`src/rtl/key_note_encoder.sv`:
```
// Piano key front end: synchronises and debounces the key switches and emits a one-hot {note, pitch} code.
// Define NOTE_REPEAT_EN to re-strobe note_valid every REPEAT_CYCLES while a key stays held.
module key_note_encoder #(
  parameter int unsigned DEBOUNCE_CYCLES = 1000000,
  parameter int unsigned REPEAT_CYCLES   = 50000000,
  parameter int unsigned CNT_W           = 26
) (
  input  logic       clk,
  input  logic       rst,
  input  logic [6:0] keys,
  input  logic [1:0] octave,
  input  logic       enable,
  output logic [9:0] note_and_pitch,
  output logic       note_valid,
  output logic       key_held
);

  // Acceptance happens on the cycle the counter would step to DEBOUNCE_CYCLES-1
  localparam int unsigned DB_LAST = (DEBOUNCE_CYCLES >= 2) ? DEBOUNCE_CYCLES - 2 : 0;
  localparam int unsigned CNT_NEED = (DEBOUNCE_CYCLES > REPEAT_CYCLES) ? DEBOUNCE_CYCLES : REPEAT_CYCLES;
  localparam bit CFG_OK = (CNT_W >= 32) || (64'(CNT_NEED) < (64'(1) << CNT_W));

  typedef enum logic [1:0] {IDLE, PRESS_DB, HELD, REL_DB} state_t;

  state_t           state, state_d;
  logic [6:0]       keys_s1, ks;
  logic [1:0]       oct_s1, oct_s;
  logic [6:0]       cand, cand_d;
  logic [CNT_W-1:0] cnt, cnt_d, cnt_inc;
  logic [9:0]       nap_d;
  logic             valid_d, held_d;
  logic             single;

`ifdef NOTE_REPEAT_EN
  localparam int unsigned REP_LAST = (REPEAT_CYCLES >= 1) ? REPEAT_CYCLES - 1 : 0;
  logic [CNT_W-1:0] rep, rep_d;
`endif

  function automatic logic [2:0] pitch_of(input logic [1:0] o);
    case (o)
      2'b00:   pitch_of = 3'b001;
      2'b10:   pitch_of = 3'b100;
      default: pitch_of = 3'b010;
    endcase
  endfunction

  assign single  = (ks != 7'd0) && ((ks & (ks - 7'd1)) == 7'd0);
  assign cnt_inc = (cnt == {CNT_W{1'b1}}) ? cnt : cnt + CNT_W'(1);

  // Next-state and next-output logic
  always_comb begin
    state_d = state;
    cand_d  = cand;
    cnt_d   = cnt;
    nap_d   = note_and_pitch;
    valid_d = 1'b0;
    held_d  = key_held;
`ifdef NOTE_REPEAT_EN
    rep_d   = rep;
`endif
    if (!enable) begin
      state_d = IDLE;
      cnt_d   = '0;
      nap_d   = '0;
      held_d  = 1'b0;
    end else begin
      case (state)
        IDLE: begin
          nap_d  = '0;
          held_d = 1'b0;
          if (single) begin
            cand_d  = ks;
            cnt_d   = '0;
            state_d = PRESS_DB;
          end
        end
        PRESS_DB: begin
          if (ks != cand) begin
            cnt_d   = '0;
            state_d = IDLE;
          end else if (cnt >= CNT_W'(DB_LAST)) begin
            cnt_d   = '0;
            nap_d   = {cand, pitch_of(oct_s)};
            valid_d = 1'b1;
            held_d  = 1'b1;
            state_d = HELD;
`ifdef NOTE_REPEAT_EN
            rep_d   = '0;
`endif
          end else begin
            cnt_d = cnt_inc;
          end
        end
        HELD: begin
          if (ks != cand) begin
            cnt_d   = '0;
            state_d = REL_DB;
          end
`ifdef NOTE_REPEAT_EN
          else if (rep >= CNT_W'(REP_LAST)) begin
            rep_d   = '0;
            valid_d = 1'b1;
          end else begin
            rep_d = rep + CNT_W'(1);
          end
`endif
        end
        REL_DB: begin
          if (ks == cand) begin
            cnt_d   = '0;
            state_d = HELD;
`ifdef NOTE_REPEAT_EN
            rep_d   = '0;
`endif
          end else if (cnt >= CNT_W'(DB_LAST)) begin
            cnt_d   = '0;
            nap_d   = '0;
            held_d  = 1'b0;
            state_d = IDLE;
          end else begin
            cnt_d = cnt_inc;
          end
        end
        default: state_d = IDLE;
      endcase
    end
  end

  // Synchronisers, state and registered outputs
  always_ff @(posedge clk or posedge rst) begin
    if (rst) begin
      keys_s1        <= '0;
      ks             <= '0;
      oct_s1         <= '0;
      oct_s          <= '0;
      state          <= IDLE;
      cand           <= '0;
      cnt            <= '0;
      note_and_pitch <= '0;
      note_valid     <= 1'b0;
      key_held       <= 1'b0;
`ifdef NOTE_REPEAT_EN
      rep            <= '0;
`endif
    end else begin
      keys_s1        <= keys;
      ks             <= keys_s1;
      oct_s1         <= octave;
      oct_s          <= oct_s1;
      state          <= state_d;
      cand           <= cand_d;
      cnt            <= cnt_d;
      note_and_pitch <= nap_d;
      note_valid     <= valid_d;
      key_held       <= held_d;
`ifdef NOTE_REPEAT_EN
      rep            <= rep_d;
`endif
    end
  end

`ifndef SYNTHESIS
  cnt_w_fits: assert property (@(posedge clk) CFG_OK)
    else $error("key_note_encoder: CNT_W cannot hold the debounce/repeat counts");
`endif

endmodule

```
`config.mk`:
```
export PLATFORM = sky130hd
export DESIGN_NAME = key_note_encoder
export DESIGN_NICKNAME = d
export VERILOG_FILES = /design/src/rtl/key_note_encoder.sv
export SDC_FILE = /design/constraint.sdc
export NUM_CORES = 1
export LEC_CHECK = 0
export ABC_AREA = 1
export CAP_MARGIN = 10
export CORE_MARGIN = 1.5
export CORE_UTILIZATION = 59
export DETAILED_ROUTE_END_ITERATION = 10
export HOLD_SLACK_MARGIN = 0.03
export PLACE_DENSITY_LB_ADDON = 0.3
export SLEW_MARGIN = 25
export SYNTH_ARGS = -nofsm -noshare
export SYNTH_HDL_FRONTEND = slang
export SYNTH_SLANG_ARGS = --single-unit
```
`constraint.sdc`:
```
create_clock -name clk -period 2.2 [get_ports clk]
set_input_delay 0.22 -clock clk [delete_from_list [all_inputs] [get_ports clk]]
set_output_delay 0.22 -clock clk [all_outputs]
set_load 0.03 [all_outputs]
```
# [Word level (Yosys, flattened, before mapping)]
# Index checks and enable logic that the tools add are counted.
[totals] regBits=65 inputBits=12 out_inout_bits=12
[classes] add_sub_neg=2 magnitude_cmp=1 eq_ne=16 mux=33 bitwise=1 reduce_logical=9
[ops] op="two-way mux 26 bit" n=7
[ops] op="case mux 26 bit (4 select lines)" n=1
[ops] op="two-way mux 10 bit" n=5
[ops] op="case mux 10 bit (3 select lines)" n=1
[ops] op="adder 26 x 1 -> 26 bit (second input constant)" n=1
[ops] op="== test 26 bit (second input constant)" n=1
[ops] op=">= comparator 26 x 20 -> 1 bit (second input constant)" n=1
[ops] op="!= test 3 bit (second input constant)" n=6
[ops] op="two-way mux 2 bit" n=7
[ops] op="two-way mux 1 bit" n=9
[ops] op="!= test 4 bit (second input constant)" n=2
[ops] op="case mux 2 bit (4 select lines)" n=1
[ops] op="AND 7 bit" n=1
[ops] op="== test 7 bit" n=1
[ops] op="zero test 7 bit" n=1
[ops] op="!= test 7 bit" n=1
[ops] op="nonzero test 7 bit" n=1
[ops] op="subtractor 7 x 1 -> 7 bit (second input constant)" n=1
[ops] op="== test 2 bit (second input constant)" n=3
[ops] op="case mux 3 bit (2 select lines)" n=1
[ops] op="AND reduction 5 bit" n=1
[ops] op="zero test 2 bit" n=2
[ops] op="!= test 4 x 1 -> 1 bit (second input constant)" n=1
[ops] op="AND reduction 4 bit" n=1
[ops] op="other kinds (5)" n=5

# [Longest topological paths before layout]
# Gate-level depths: netlist (run 1).
[logic_depth] ltp_word=7 depth_mapped=14 ltp_nobuf=13

# [Worst setup path before layout (run 1)]
# No wires, ideal clock.
[synth_path] kind="reg2reg" startpoint="reg cnt[1]" endpoint="reg cnt[19]" setup_time_ps=113 arrival_time_ps=1530 t_required_ps=2087 path_slack_ps=557 stages_incl_launch_ff=14 n_path_buf=1 synth_period_minus_slack_ps=1643 path_cell_list="dfrtp_1 ha_1 nand2_1 nor2_2 nand2_2 nor2_2 nand4_2 buf_6 nand2_1 inv_2 nand3_1 nand2_1 nand2_1 inv_1"
[synth_via] elab_chain_cells=6 word_cells_on_any_way=9 cone_classes="1 x add/sub; 1 x order compare; 1 x eq/ne; 6 x mux"
[synth_rtl] item="start: declaration" line="29" source="logic [CNT_W-1:0] cnt, cnt_d, cnt_inc;"
[synth_rtl] item="start signal: assignment" line="152" source="cnt <= cnt_d;"
[synth_rtl] item="adder 26 x 1 -> 26 bit / == test 26 bit (equally long branches)" line="48" source="assign cnt_inc = (cnt == {CNT_W{1'b1}}) ? cnt : cnt + CNT_W'(1);"
[synth_rtl] item="two-way mux 26 bit" line="48"
[synth_rtl] item="two-way mux 26 bit (*)" line="81, 115"
[synth_rtl] item="two-way mux 26 bit (on tied branches)" line="109, 78"
[synth_rtl] item="case mux 26 bit (4 select lines) (*)" line="67" source="case (state)"
[synth_rtl] item="two-way mux 26 bit (*)" line="61" source="if (!enable) begin"
# Mark *: on every way between the ends. The rest lies on a longest branch, timed or not.
# A chain may end at the register's enable or synchronous reset.

# [Worst setup path after layout (run 1)]
[layout_path] startpoint="reg cnt[6]" endpoint="reg cnt[1]"
[layout_via] elab_chain_cells=6 word_cells_on_any_way=8 cone_classes="1 x order compare; 1 x eq/ne; 6 x mux"
[layout_rtl] item="branches (longest 2 deep; another with >= comparator 26 x 20 -> 1 bit)"
[layout_rtl] item="two-way mux 26 bit (*)" line="81, 115"
[layout_rtl] item="two-way mux 26 bit (on tied branches)" line="109, 78"
[layout_rtl] item="case mux 26 bit (4 select lines) (*)" line="67"
[layout_rtl] item="two-way mux 26 bit (*)" line="61"
# Every way passes the cells marked *.

==> results.py, run 1 <==
metrics = {
    "floorplan": {
        "start_util": 0.621,
        "row_count": 27,
        "die_y_um": 79.8,
        "die_area_mm2": 0.00637,
        "io-pin-count": 24,
        "coreArea_mm2": 0.00561,
        "die_w_um": 79.8,
    },
    "drt": {
        "vias_per_cell": 5.02,
        "drt_iter0_markers": 189,
        "num_vias": 2891,
        "wl_um": 6700,
        "drc": 0,
        "drtAntennaViolNets": 0,
        "wl_per_cell_um": 11.6,
        "drtPass1Iterations": 4,
    },
    "clock_tree": {
        "htree_levels": 3,
        "clkTransAtPathRegs_ns": 0.08,
        "hold_buffers": 0,
        "clockBufferDepth": 2,
        "cts_tree": "yes",
        "cts_made_buffers": 9,
        "cts_sinks": 65,
        "insertion_delay_ns": 0.35,
        "root_buffer": "clkbuf_8",
    },
    "synthesis": {
        "yosysSeqAreaShare": 0.467,
        "syn_inst": 471,
        "syn_area_per_cell_um2": 7.39,
        "ys_warn_count": 0,
        "netlist-cell-type-count": 27,
        "syn_area_mm2": 0.00348,
        "synth_fp_nets": 485,
        "synth-seq-cells": 65,
    },
    "final_layout": {
        "area_delta_synth_final_pct": 13.4,
        "nFillCells": 465,
        "drive_gt1_frac": 0.131,
        "nets": 514,
        "utilization": 0.704,
        "num_antenna_cells": 0,
    },
    "setup_path": {
        "cp_common_cell": "inv_1",
        "timing.rr.start": "cnt[6]",
        "reg2regPathDepth": 9,
        "critical_path.max_stage_delay_ns": 0.40,
        "crit_type": "flip-flop to flip-flop",
        "crit_path_start": "cnt[6]",
        "slowest_stage": "dfrtp_1",
        "crit_arrival_ns": 2.27,
        "setup.worst_path.start_class": "flip-flop",
        "crit_chain": "inv_1 > nand3_1 > a21oi_1 > nor2_2 > nor2_4 > nand3_4 > nand2_4 > inv_1 > nor2_1",
        "crit_path_end_kind": "flip-flop",
        "required_ns": 2.48,
        "cp_max_fo": 16,
    },
    "power_and_ir_drop": {
        "power.density_mw_per_mm2": 656,
        "leakagePower_nw": 1.94,
        "ir_drop_mv": 0.438,
        "power_mw": 2.59,
    },
    "placement": {
        "dpl_worst_slack_ns": 0.218,
        "hpwl_um": 4720,
        "port_buffers": 23,
        "globalplace.congestion": 0.947,
    },
    "timing": {
        "fin_crit_ns": 2.00,
        "clock_skew_ns": 0.00974,
        "tightestPinTransition_ns": 0.442,
        "whs_ns": 0.250,
        "setup_ws_ns": 0.204,
        "finalCritPeriodShare": 0.907,
        "drv_slew": 0,
        "hold_violations": 0,
        "grt_setup_unrepaired": "false",
        "relSlewSlack": 0.704,
        "fmax_mhz": 501,
        "finalSetupViolations": 0,
        "fin_tns_setup_ns": 0,
    },
    "grt": {
        "antenna_found_initial": 0,
        "grt_pass1_vias": 2755,
        "grt_pass1_wl_um": 12000,
        "grt_start_max_net_pins": 66,
        "grt_overflow": 0,
        "grt_use_total": 0.244,
    },
    "run_status": {
        "outcome": "finished, final reports clean",
    },
    "run": {
        "maxCapViolCount": 0,
    },
    "min_path": {
        "min_path_type": "primary input to asynchronous set/reset pin",
    },
}
## layout by cell type, fill, tap and decap left out, types with 4 or more instances in the layout
cell type,count
nand2_1,159
nand4_1,7
inv_1,62
nor2_1,54
buf_4,4
nor2_2,13
nand3b_1,4
nand3_1,36
inv_2,9
nor2_4,4
clkdlybuf4s50_1,23
a21oi_1,5
nand2_2,15
dfrtp_1,65
nor3_1,8
o21ai_0,8
clkbuf_8,10
## layer usage
layer  wire length, um  up-vias  global-route usage
met3               349       10              0.0537
met1              3280     1307               0.331
met5                 0        -                   0
li1                  -     1489                   -
met2              2960       85               0.377
met4               105        0               0.109
## final cells by class
type	count	area [um^2]	area share
sequential	65	1630	0.412
multi-input combinational	324	1510	0.382
timing repair buffer	28	280	0.0710
inverter	72	270	0.0685
clock buffer	11	141	0.0358
tap	72	90.1	0.0228
clock inverter	4	28.8	0.00729
## critical path: cells and delay by family (launching register included)
kind,cells,cell delay (ns)
AO/OA/AOI/OAI,1,0.26
flip-flops,1,0.40
AND/OR/NAND/NOR,6,0.96
buffers and inverters,2,0.31
## synth_stat cells
master / number / area [um^2]
nand2_2: 15 / 93.8
buf_12: 1 / 20.0
ha_1: 2 / 25.0
xnor2_1: 1 / 8.76
nand3_1: 37 / 185
buf_4: 4 / 30.0
nor3_2: 1 / 10.0
clkinv_1: 1 / 3.75
clkbuf_1: 1 / 3.75
nor2_4: 4 / 45.0
inv_2: 8 / 30.0
buf_6: 1 / 11.3
nand3_4: 2 / 35.0
nor2_1: 54 / 203
nor3_1: 8 / 40.0
xor2_1: 2 / 17.5
nand4_1: 7 / 43.8
o21ai_0: 8 / 40.0
nand2_1: 159 / 597
inv_1: 63 / 236
buf_2: 3 / 15.0
nand3b_1: 4 / 30.0
a21oi_1: 5 / 25.0
dfrtp_1: 65 / 1630
nor2_2: 13 / 81.3
nand4_2: 1 / 12.5
nand2_4: 1 / 11.3
## flip-flops by register name, indices dropped and copies added, names as in the netlist
name / flops
ks: 7
key_held: 1
keys_s1: 7
oct_s1: 2
state: 2
oct_s: 2
note_valid: 1
cnt: 26
cand: 7
note_and_pitch: 10
## timing repair
item,in CTS,in global routing
gates resized for setup,0,1
endpoints found under the setup margin,0,11
buffers inserted,0,0
## logic make-up after synthesis
family / share of synthesized area
XOR/XNOR: 0.00755
AO/OA/AOI/OAI: 0.0187
AND/OR/NAND/NOR: 0.399
buffers and inverters: 0.101
flip-flops: 0.467
adder cells (fa/ha/maj): 0.00719
## through the flow
step | area (um^2) | std cells
2_1_floorplan | 3480 | 471
3_3_place_gp | 3770 | 561
3_5_place_dp | 3770 | 561
4_1_cts | 3940 | 576
5_1_grt | 3950 | 576
6_report | 3950 | 576
## worst paths after layout
path | slack (ns) | end
worst min register to register | 0.35 | ks[5]
min in group clk | 0.31 | keys_s1[3]
worst min-delay path | 0.25 | cand[1]
worst max-delay path | 0.20 | cnt[1]
worst max register to register | 0.20 | cnt[1]
max in group asynchronous | 1.69 | cnt[23]
## where the power goes
group	switching (mW)	internal [mW]
Clock	0.456	0.435
Combinational	0.238	0.125
Sequential	0.0719	1.26
(Power assumes the default switching activity.)
==> inputs of run 2 (changes only) <==
RECOVER_POWER = 100   (was unset)
==> run 2 against run 1 <==
Compared with the run above:
- the flow now finishes with violations (capacitance limit, slew limit)
- worst hold slack improved by 0.098 ns
- critical path depth did not move
- routed wire length fell by 0.10%
- count of clock-buffer cells in the layout did not move
- sequential power barely moved
- setup slack got worse by 0.0028 ns
- utilization fell by 0.36 points
- combinational power fell by 3%
- non-clock buffer count did not move
- register-to-register slack barely moved
- clock skew barely moved
- largest power group unchanged
==> results.py, run 2 (same netlist as run 1, synthesis figures left out) <==
metrics = {
    "run": {
        "maxCapViolCount": 1,
    },
    "timing": {
        "hold_violations": 0,
        "fmax_mhz": 500,
        "whs_ns": 0.348,
        "finalSetupViolations": 0,
        "finalCritPeriodShare": 0.908,
        "drv_slew": 66,
        "clock_skew_ns": 0.00930,
        "relSlewSlack": -0.0157,
        "fin_tns_setup_ns": 0,
        "grt_setup_unrepaired": "false",
        "fin_crit_ns": 2.00,
        "tightestPinTransition_ns": 1.52,
    },
    "floorplan": {
        "die_y_um": 79.8,
        "start_util": 0.621,
        "coreArea_mm2": 0.00561,
        "row_count": 27,
        "die_w_um": 79.8,
        "die_area_mm2": 0.00637,
        "io-pin-count": 24,
    },
    "final_layout": {
        "area_delta_synth_final_pct": 12.8,
        "nFillCells": 467,
        "drive_gt1_frac": 0.123,
        "nets": 514,
        "largest_reg_flops": 26,
        "reg.largest.list": "cnt (26), note_and_pitch (10)",
        "final_cell_mix": "nand2_1, dfrtp_1, inv_1",
        "seq_area_mm2": 0.00163,
        "regMostFlops": "cnt",
        "num_antenna_cells": 0,
        "final_common_cell": "nand2_1",
        "multiInputGateArea_mm2": 0.00151,
    },
    "drt": {
        "drtPass1Iterations": 5,
        "vias_per_cell": 5.07,
        "drc": 0,
        "drt_iter0_markers": 185,
        "num_vias": 2919,
        "drtAntennaViolNets": 0,
        "wl_per_cell_um": 11.6,
        "wl_um": 6690,
    },
    "setup_path": {
        "required_ns": 2.48,
        "cp_top_family": "simple AND/OR/NAND/NOR gates",
        "cp_common_cell": "inv_1",
        "cp.buffers_inverters": 2,
        "slowest_stage": "dfrtp_1",
        "crit_type": "flip-flop to flip-flop",
        "crit_path_end_kind": "flip-flop",
        "cp_max_fo": 16,
        "critical_path.max_stage_delay_ns": 0.40,
        "setup.worst_path.start_class": "flip-flop",
        "crit_chain": "inv_1 > nand3_1 > a21oi_1 > nor2_2 > nor2_4 > nand3_4 > nand2_4 > inv_1 > nor2_1",
        "crit_arrival_ns": 2.28,
    },
    "clock_tree": {
        "clockBufferDepth": 2,
        "cts_made_buffers": 9,
        "insertion_delay_ns": 0.35,
        "root_buffer": "clkbuf_8",
        "clkTransAtPathRegs_ns": 0.06,
        "hold_buffers": 0,
        "cts_sinks": 65,
        "cts_tree": "yes",
        "htree_levels": 3,
    },
    "min_path": {
        "min_path_type": "flip-flop to flip-flop",
    },
    "placement": {
        "globalplace.congestion": 0.947,
        "hpwl_um": 4720,
        "port_buffers": 23,
    },
    "grt": {
        "antenna_found_initial": 0,
        "grt_pass1_wl_um": 12000,
        "grt_start_max_net_pins": 66,
        "grt_use_total": 0.244,
        "grt_overflow": 0,
        "grt_pass1_vias": 2755,
    },
    "power_and_ir_drop": {
        "ir_drop_mv": 0.436,
        "power.density_mw_per_mm2": 657,
        "leakagePower_nw": 1.98,
    },
    "run_status": {
        "violations": "capacitance limit, slew limit",
        "outcome": "complete, but fails checks",
    },
}
## run 2: cell count changes in the layout (fill, tap and decap cells not counted), moves of 2 or more
cell / delta
inv_2: -3
inv_1: +2
clkbuf_2: +2
dlygate4sd3_1: +22
clkdlybuf4s50_1: -22
## run 2: layer usage
metal / global-route usage / vias up / share of wire
li1: - / 1490 / -
met2: 0.377 / 88 / 0.44
met5: 0 / - / 0
met1: 0.331 / 1331 / 0.49
met4: 0.109 / 0 / 0.016
met3: 0.0537 / 10 / 0.054
## run 2: what timing repair did
| action | in CTS | in global routing |
|---|---|---|
| gates resized for setup | 0 | 1 |
| buffers inserted | 0 | 0 |
| setup endpoints to repair | 0 | 11 |
## run 2: final cells by class
class | instances | area share
flip-flops and latches | 65 | 0.414
multi-input cells | 324 | 0.384
inverters | 72 | 0.0688
clock inverters | 4 | 0.00733
clock buffers | 11 | 0.0360
well taps | 72 | 0.0229
repair buffers | 28 | 0.0669
## run 2: per-stage QoR
| step | util | setup WS, ns | std cells | power, mW | cell area [um^2] |
|---|---|---|---|---|---|
| 5_1_grt | 0.700 | 0.0169 | 576 | 2.71 | 3930 |
| 2_1_floorplan | - | 0.354 | 471 | 1.62 | 3480 |
| 3_5_place_dp | 0.672 | 0.218 | 561 | 1.71 | 3770 |
| 3_3_place_gp | 0.672 | 0.258 | 561 | 1.69 | 3770 |
| 6_report | 0.700 | 0.201 | 576 | 2.58 | 3930 |
| 4_1_cts | 0.703 | 0.193 | 576 | 2.60 | 3940 |
## run 2: power breakdown
part,leakage (nW),switching [mW],internal (mW)
logic,1.04,0.237,0.115
registers,0.856,0.0714,1.26
clock network,0.0818,0.457,0.435
## run 2: path summary, 6_finish.rpt
path	end	start	cells after the start	slack, ns
max	cnt[1]	cnt[6]	9	0.20
min	ks[5]	keys_s1[5]	0	0.35
max reg2reg	cnt[1]	cnt[6]	9	0.20
min reg2reg	ks[5]	keys_s1[5]	0	0.35
max in group asynchronous	cnt[23]	rst	3	0.46
min in group asynchronous	cand[1]	rst	3	0.83
==> inputs of run 3 (changes only) <==
CTS_CLUSTER_SIZE = 14   (was unset)
==> results of run 3 <==
Final layout, timing and power as in run 2 (identical DEF).
==> RTL edit 1, RTL diff (flow settings as in run 3) <==
Register the inputs `keys`, `octave` and `enable` before use, cleared by the reset. The logic sees them one clock later.
--- a/src/rtl/key_note_encoder.sv
+++ b/src/rtl/key_note_encoder.sv
@@ -22,4 +22,20 @@
 
   typedef enum logic [1:0] {IDLE, PRESS_DB, HELD, REL_DB} state_t;
+
+  logic [6:0] keys_q;
+  logic [1:0] octave_q;
+  logic enable_q;
+
+  always_ff @(posedge clk or posedge rst) begin
+    if (rst) begin
+      keys_q   <= '0;
+      octave_q <= '0;
+      enable_q <= '0;
+    end else begin
+      keys_q   <= keys;
+      octave_q <= octave;
+      enable_q <= enable;
+    end
+  end
 
   state_t           state, state_d;
@@ -59,5 +75,5 @@
     rep_d   = rep;
 `endif
-    if (!enable) begin
+    if (!enable_q) begin
       state_d = IDLE;
       cnt_d   = '0;
@@ -144,7 +160,7 @@
 `endif
     end else begin
-      keys_s1        <= keys;
+      keys_s1        <= keys_q;
       ks             <= keys_s1;
-      oct_s1         <= octave;
+      oct_s1         <= octave_q;
       oct_s          <= oct_s1;
       state          <= state_d;
Function: no difference found for any inputs over 10 cycles, from zero or initial values and one cycle with rst high; that may be too few to reach the edited logic, so the function may still have changed.
==> RTL edit 1 against run 3 <==
- the flow still finishes with violations (capacitance limit, slew limit)
- sequential power rose by 13%
- non-clock buffer count decreased by 2
- sequential cell count up 10
- cell count down 0.17%
- power rose by 14%
- wire length increased by 22%
- combinational power is 34% lower
- setup slack improved by 22 ps
- area after synthesis is 5.0% higher
- critical path depth increased by 2
- cell area grew 5.9%
- highest routed layer unchanged
==> RTL edit 1: results <==
[synthesis]
synthTopCellsByArea = "dfrtp_1, nand2_1, nor2_1, inv_1, nand3_1"
yosys.area_share.xor_xnor_pct = 0.719
most_instantiated_cells_after_synthesis = "nand2_1, dfrtp_1, nor2_1"
synth-compound-area-share_pct = 2.74
synth-adder-area-share_pct = 0.685
synth.distinct_cells = 29
synth_nets = 480

[critical_path]
timing.rr.end = "cnt[7]"
crit_arrival_ps = 2230
r2r-start = "ks[0]"
critical_path_peak_fanout = 20
ff2ff_path_depth = 11

[finish]
num-fill-cells = 471
finish.net_count = 509
finish.cell_count_without_fillers = 575

[outcome]
outcome = "complete, but fails checks"
violations_in_the_final_reports = "capacitance limit, slew limit"

[timing]
slew_viol_final = 76

[job]
max-cap-violations = 1

[power_and_ir_drop]
worst_ir_drop_vdd_v = 0.000644

[global_routing]
grt_pass1_wl_mm = 13.6
first_global_vias = 2885
grt_start_max_net_pins = 76

[routing]
via_count = 3041
drtIter0Drc = 214
routed_wire_length_per_instance_um = 14.2

[worst_hold_path]
worst_hold_path.endpoint = "ks[3]"

[place]
hpwl_mm = 5.80
place_inst = 559

[clock_tree]
clkTransAtPathRegs_ps = 90
-- RTL edit 1: changes by cell type in the layout (fill, tap and decap cells not counted), moves of 4 or more --
cell / before / now
nand3_2: 1 / 5
inv_2: 6 / 2
nor2_2: 13 / 5
nand3_1: 36 / 41
inv_1: 64 / 57
o21ai_0: 8 / 15
nor2_1: 54 / 75
nand2_2: 14 / 8
dfrtp_1: 65 / 75
a21oi_1: 5 / 1
nand2_1: 160 / 138
-- RTL edit 1: metrics by stage --
step                      setup WS (ps)  hold WS, ps  utilization (%)  power [uW]  cell area [um2]
after floorplan                    70.0          251                -        1700             3650
after global placement              198          331             66.2        1750             3940
after detailed placement            113          336             66.2        1770             3940
after CTS                          88.8          277             70.0        2980             4170
after global routing               42.4          348             69.8        3070             4160
final                               224          338             69.8        2950             4160
-- RTL edit 1: timing repair --
| item | 4_1_cts | 5_1_grt |
|---|---|---|
| gates resized for setup | 0 | 2 |
| hold buffers | 0 | 0 |
| setup endpoints to repair | 0 | 12 |
| endpoints found under the hold margin | 0 | 0 |
| setup buffers | 0 | 0 |
-- RTL edit 1: kinds of logic after synthesis --
logic type | after synthesis
simple gates | 298
buf+inv | 69
flops | 75
xor+xnor | 3
compound gates | 19
fa+ha+maj | 2
-- RTL edit 1: how the worst max path moves through the flow --
stage	from	to	slack (ps)	cells after the start
floorplan	rst	cand[0]	70	1
global placement	cnt[0]	cnt[15]	200	9
detailed placement	cnt[0]	cnt[8]	110	9
CTS	cnt[0]	cnt[3]	90	9
global route	cnt[0]	cnt[4]	40	9
finish	ks[0]	cnt[7]	220	11
-- RTL edit 1: final cells by class --
type / count / share of cell area (%)
Tap cell: 75 / 2.26
Clock inverter: 7 / 2.53
Sequential cell: 75 / 45.1
Inverter: 61 / 5.57
Multi-Input combinational cell: 322 / 35.5
Clock buffer: 9 / 2.98
Timing Repair Buffer: 26 / 6.02
-- RTL edit 1: report_power, final --
| part | total, uW | switching [uW] | leakage (uW) | internal (uW) |
|---|---|---|---|---|
| Clock | 1220 | 561 | 0.000113 | 658 |
| Sequential | 1500 | 58.8 | 0.000974 | 1440 |
| Combinational | 232 | 152 | 0.000942 | 80.2 |
| Total | 2950 | 772 | 0.00203 | 2180 |
-- RTL edit 1: metal layers --
layer | global-route usage [%] | wire length [um] | vias up
li1 | - | - | 1507
met1 | 39.9 | 3920 | 1403
met5 | 0 | 0 | -
met4 | 10.3 | 142 | 0
met3 | 5.33 | 464 | 20
met2 | 42.6 | 3650 | 111
-- RTL edit 1: critical path: stages (launching register included) --
cell and delay, ps:
dfrtp_1 420, nor2_1 200, nand2_1 100, nand2_1 70, nand3_1 100, o21ai_2 230
nand2_2 100, inv_4 210, buf_4 220, nand3_1 90, nand2_1 80, nor2_1 50
==> RTL edit 2, RTL diff (settings of run 3) <==
Made on the original files. The option `NOTE_REPEAT_EN` is turned on by a define.
--- a/src/rtl/key_note_encoder.sv
+++ b/src/rtl/key_note_encoder.sv
@@ -1,4 +1,6 @@
 // Piano key front end: synchronises and debounces the key switches and emits a one-hot {note, pitch} code.
 // Define NOTE_REPEAT_EN to re-strobe note_valid every REPEAT_CYCLES while a key stays held.
+`define NOTE_REPEAT_EN
+
 module key_note_encoder #(
   parameter int unsigned DEBOUNCE_CYCLES = 1000000,
Behaviour: same outputs for any inputs over 10 cycles, from zero or initial values and one cycle with rst high; that may be too few to reach the edited logic, so the function may still have changed.
==> RTL edit 2 against run 3 <==
- area after synthesis rose by 57%
- cell area rose by 54%
- setup slack got worse by 57 ps
- clock power rose by 33%
- sequential cell count rose by 26
- maximum frequency fell by 2.8%
- power rose by 44%
- worst hold slack improved by 9.6 ps
- non-clock buffer count rose by 8
- wire length rose by 84%
- die area rose by 55%
- count of clock-buffer cells in the layout fell by 2
- sequential share of layout area fell by 3.7 points
- critical path type unchanged
- critical endpoint unchanged
- highest routed layer unchanged
==> RTL edit 2: results <==
[critical_path]
critical_path_peak_fanout = 11
crit_arrival_ps = 2320
r2r_setup_slack_ps = 140

[synthesis]
most_instantiated_cells_after_synthesis = "nand2_1, nor2_1, dfrtp_1"
synth-warning-count = 0
synth.distinct_cells = 38
synth-seq-area-share_pct = 41.7
synth_nets = 761
synthTopCellsByArea = "dfrtp_1, nand2_1, nor2_1, nand3_1, inv_1"
asyncSetResetFlopFracSynth_pct = 100

[routing]
routed_wire_length_per_instance_um = 13.9
via_count = 4870
first_pass_iters = 5
drtIter0Drc = 276

[timing]
fin_worst_hold_slack_ps = 358
slew_headroom_pct = 18.7
worst_clock_skew_on_the_final_layout_ps = 7.18

[clock_tree]
cts_tree = "yes"
clkTransAtPathRegs_ps = 100
cts.htree.levels = 3
clock_insertion_delay_worst_skew_ps = 380
clk_tree_root_cell = "clkbuf_8"
cts.path.max_buffers = 2
cts-buffers-inserted = 9

[global_routing]
antenna_found_initial = 0
grt_pass1_wl_mm = 20.7
global_route.usage.total_pct = 26.0
grt_start_max_net_pins = 92
first_global_vias = 4541

[place]
hpwl_mm = 8.66
placement.io_buffers = 23
gp_routability_congestion = 0.927

[power_and_ir_drop]
p_leak_uw = 0.00268
worst_ir_drop_vdd_v = 0.000316

[finish]
final_layout_size_suffix_gt1_share_pct = 13.8
area_added_between_synthesis_and_finish_pct = 10.5
largestRegisters = "cnt: 26 flops, rep: 26 flops, note_and_pitch: 10 flops"
insertedDiodeCount = 0
finish.net_count = 790

[outcome]
outcome = "complete, no violations"

[job]
max-cap-violations = 0

[worst_hold_path]
min-delay-path-class = "reg2reg"
## RTL edit 2: per-layer routing
layer / wire [um] / share of wire (%) / global-route usage, %
met5: 0 / 0 / 0
met4: 374 / 3.0 / 10.7
met3: 697 / 5.7 / 5.48
met2: 5990 / 49 / 43.4
met1: 5240 / 43 / 33.0
## RTL edit 2: worst paths after layout
path                       startpoint  cells past startpoint           endpoint
min in group asynchronous         rst                      3             rep[0]
max in group asynchronous         rst                      3  note_and_pitch[1]
hold reg to reg            keys_s1[0]                      0              ks[0]
hold / removal             keys_s1[0]                      0              ks[0]
setup / recovery               cnt[0]                     11             cnt[1]
setup reg to reg               cnt[0]                     11             cnt[1]
## RTL edit 2: power by group
group | internal (uW) | leakage, uW | switching (uW)
Sequential | 1760 | 0.00122 | 88.0
Combinational | 216 | 0.00136 | 452
Clock | 533 | 0.0000998 | 655
## RTL edit 2: cell families (layout without fill, tap and decap cells)
| family | after synthesis | after routing | synth area share, % |
|---|---|---|---|
| xor+xnor | 7 | 7 | 1.12 |
| simple gates | 456 | 457 | 37.7 |
| buf+inv | 107 | 140 | 8.82 |
| compound gates | 72 | 72 | 8.84 |
| fa+ha+maj | 8 | 8 | 1.83 |
| flops | 91 | 91 | 41.7 |
## RTL edit 2: what timing repair did
item	in CTS	in global routing
setup endpoints to repair	12	51
gates cloned	0	2
buffers inserted	0	1
resized for setup	1	9
pin swaps	0	1
## RTL edit 2: layout make-up
class / instances / area (um2)
Fill cell: 719 / 2810
Multi-Input combinational cell: 544 / 2730
Sequential cell: 91 / 2280
Timing Repair Buffer: 36 / 353
Inverter: 87 / 334
Tap cell: 108 / 135
Clock buffer: 9 / 124
Clock inverter: 7 / 77.6
Timing Repair inverter: 1 / 7.51
## RTL edit 2: metrics by stage
| step | total power, uW | setup slack (ps) | instance area [um2] | utilization (%) | std cells |
|---|---|---|---|---|---|
| floorplan | 2400 | 423 | 5470 | - | 741 |
| global placement | 2510 | 3.89 | 5790 | 65.4 | 864 |
| detailed placement | 2540 | -86.1 | 5790 | 65.4 | 864 |
| CTS | 3710 | 81.4 | 5990 | 67.7 | 880 |
| global route | 3860 | -23.2 | 6030 | 68.2 | 883 |
| finish | 3710 | 145 | 6030 | 68.2 | 883 |
## RTL edit 2: critical path, stage by stage, from the launching register on
cell and delay [ps]:
dfrtp_1 450, ha_2 280, nand2_1 100, inv_1 90, nand3_2 90, nor2_2 150
nand4_2 180, clkinv_1 190, nor2_4 50, buf_12 140, o21ai_0 160, nor2_1 60
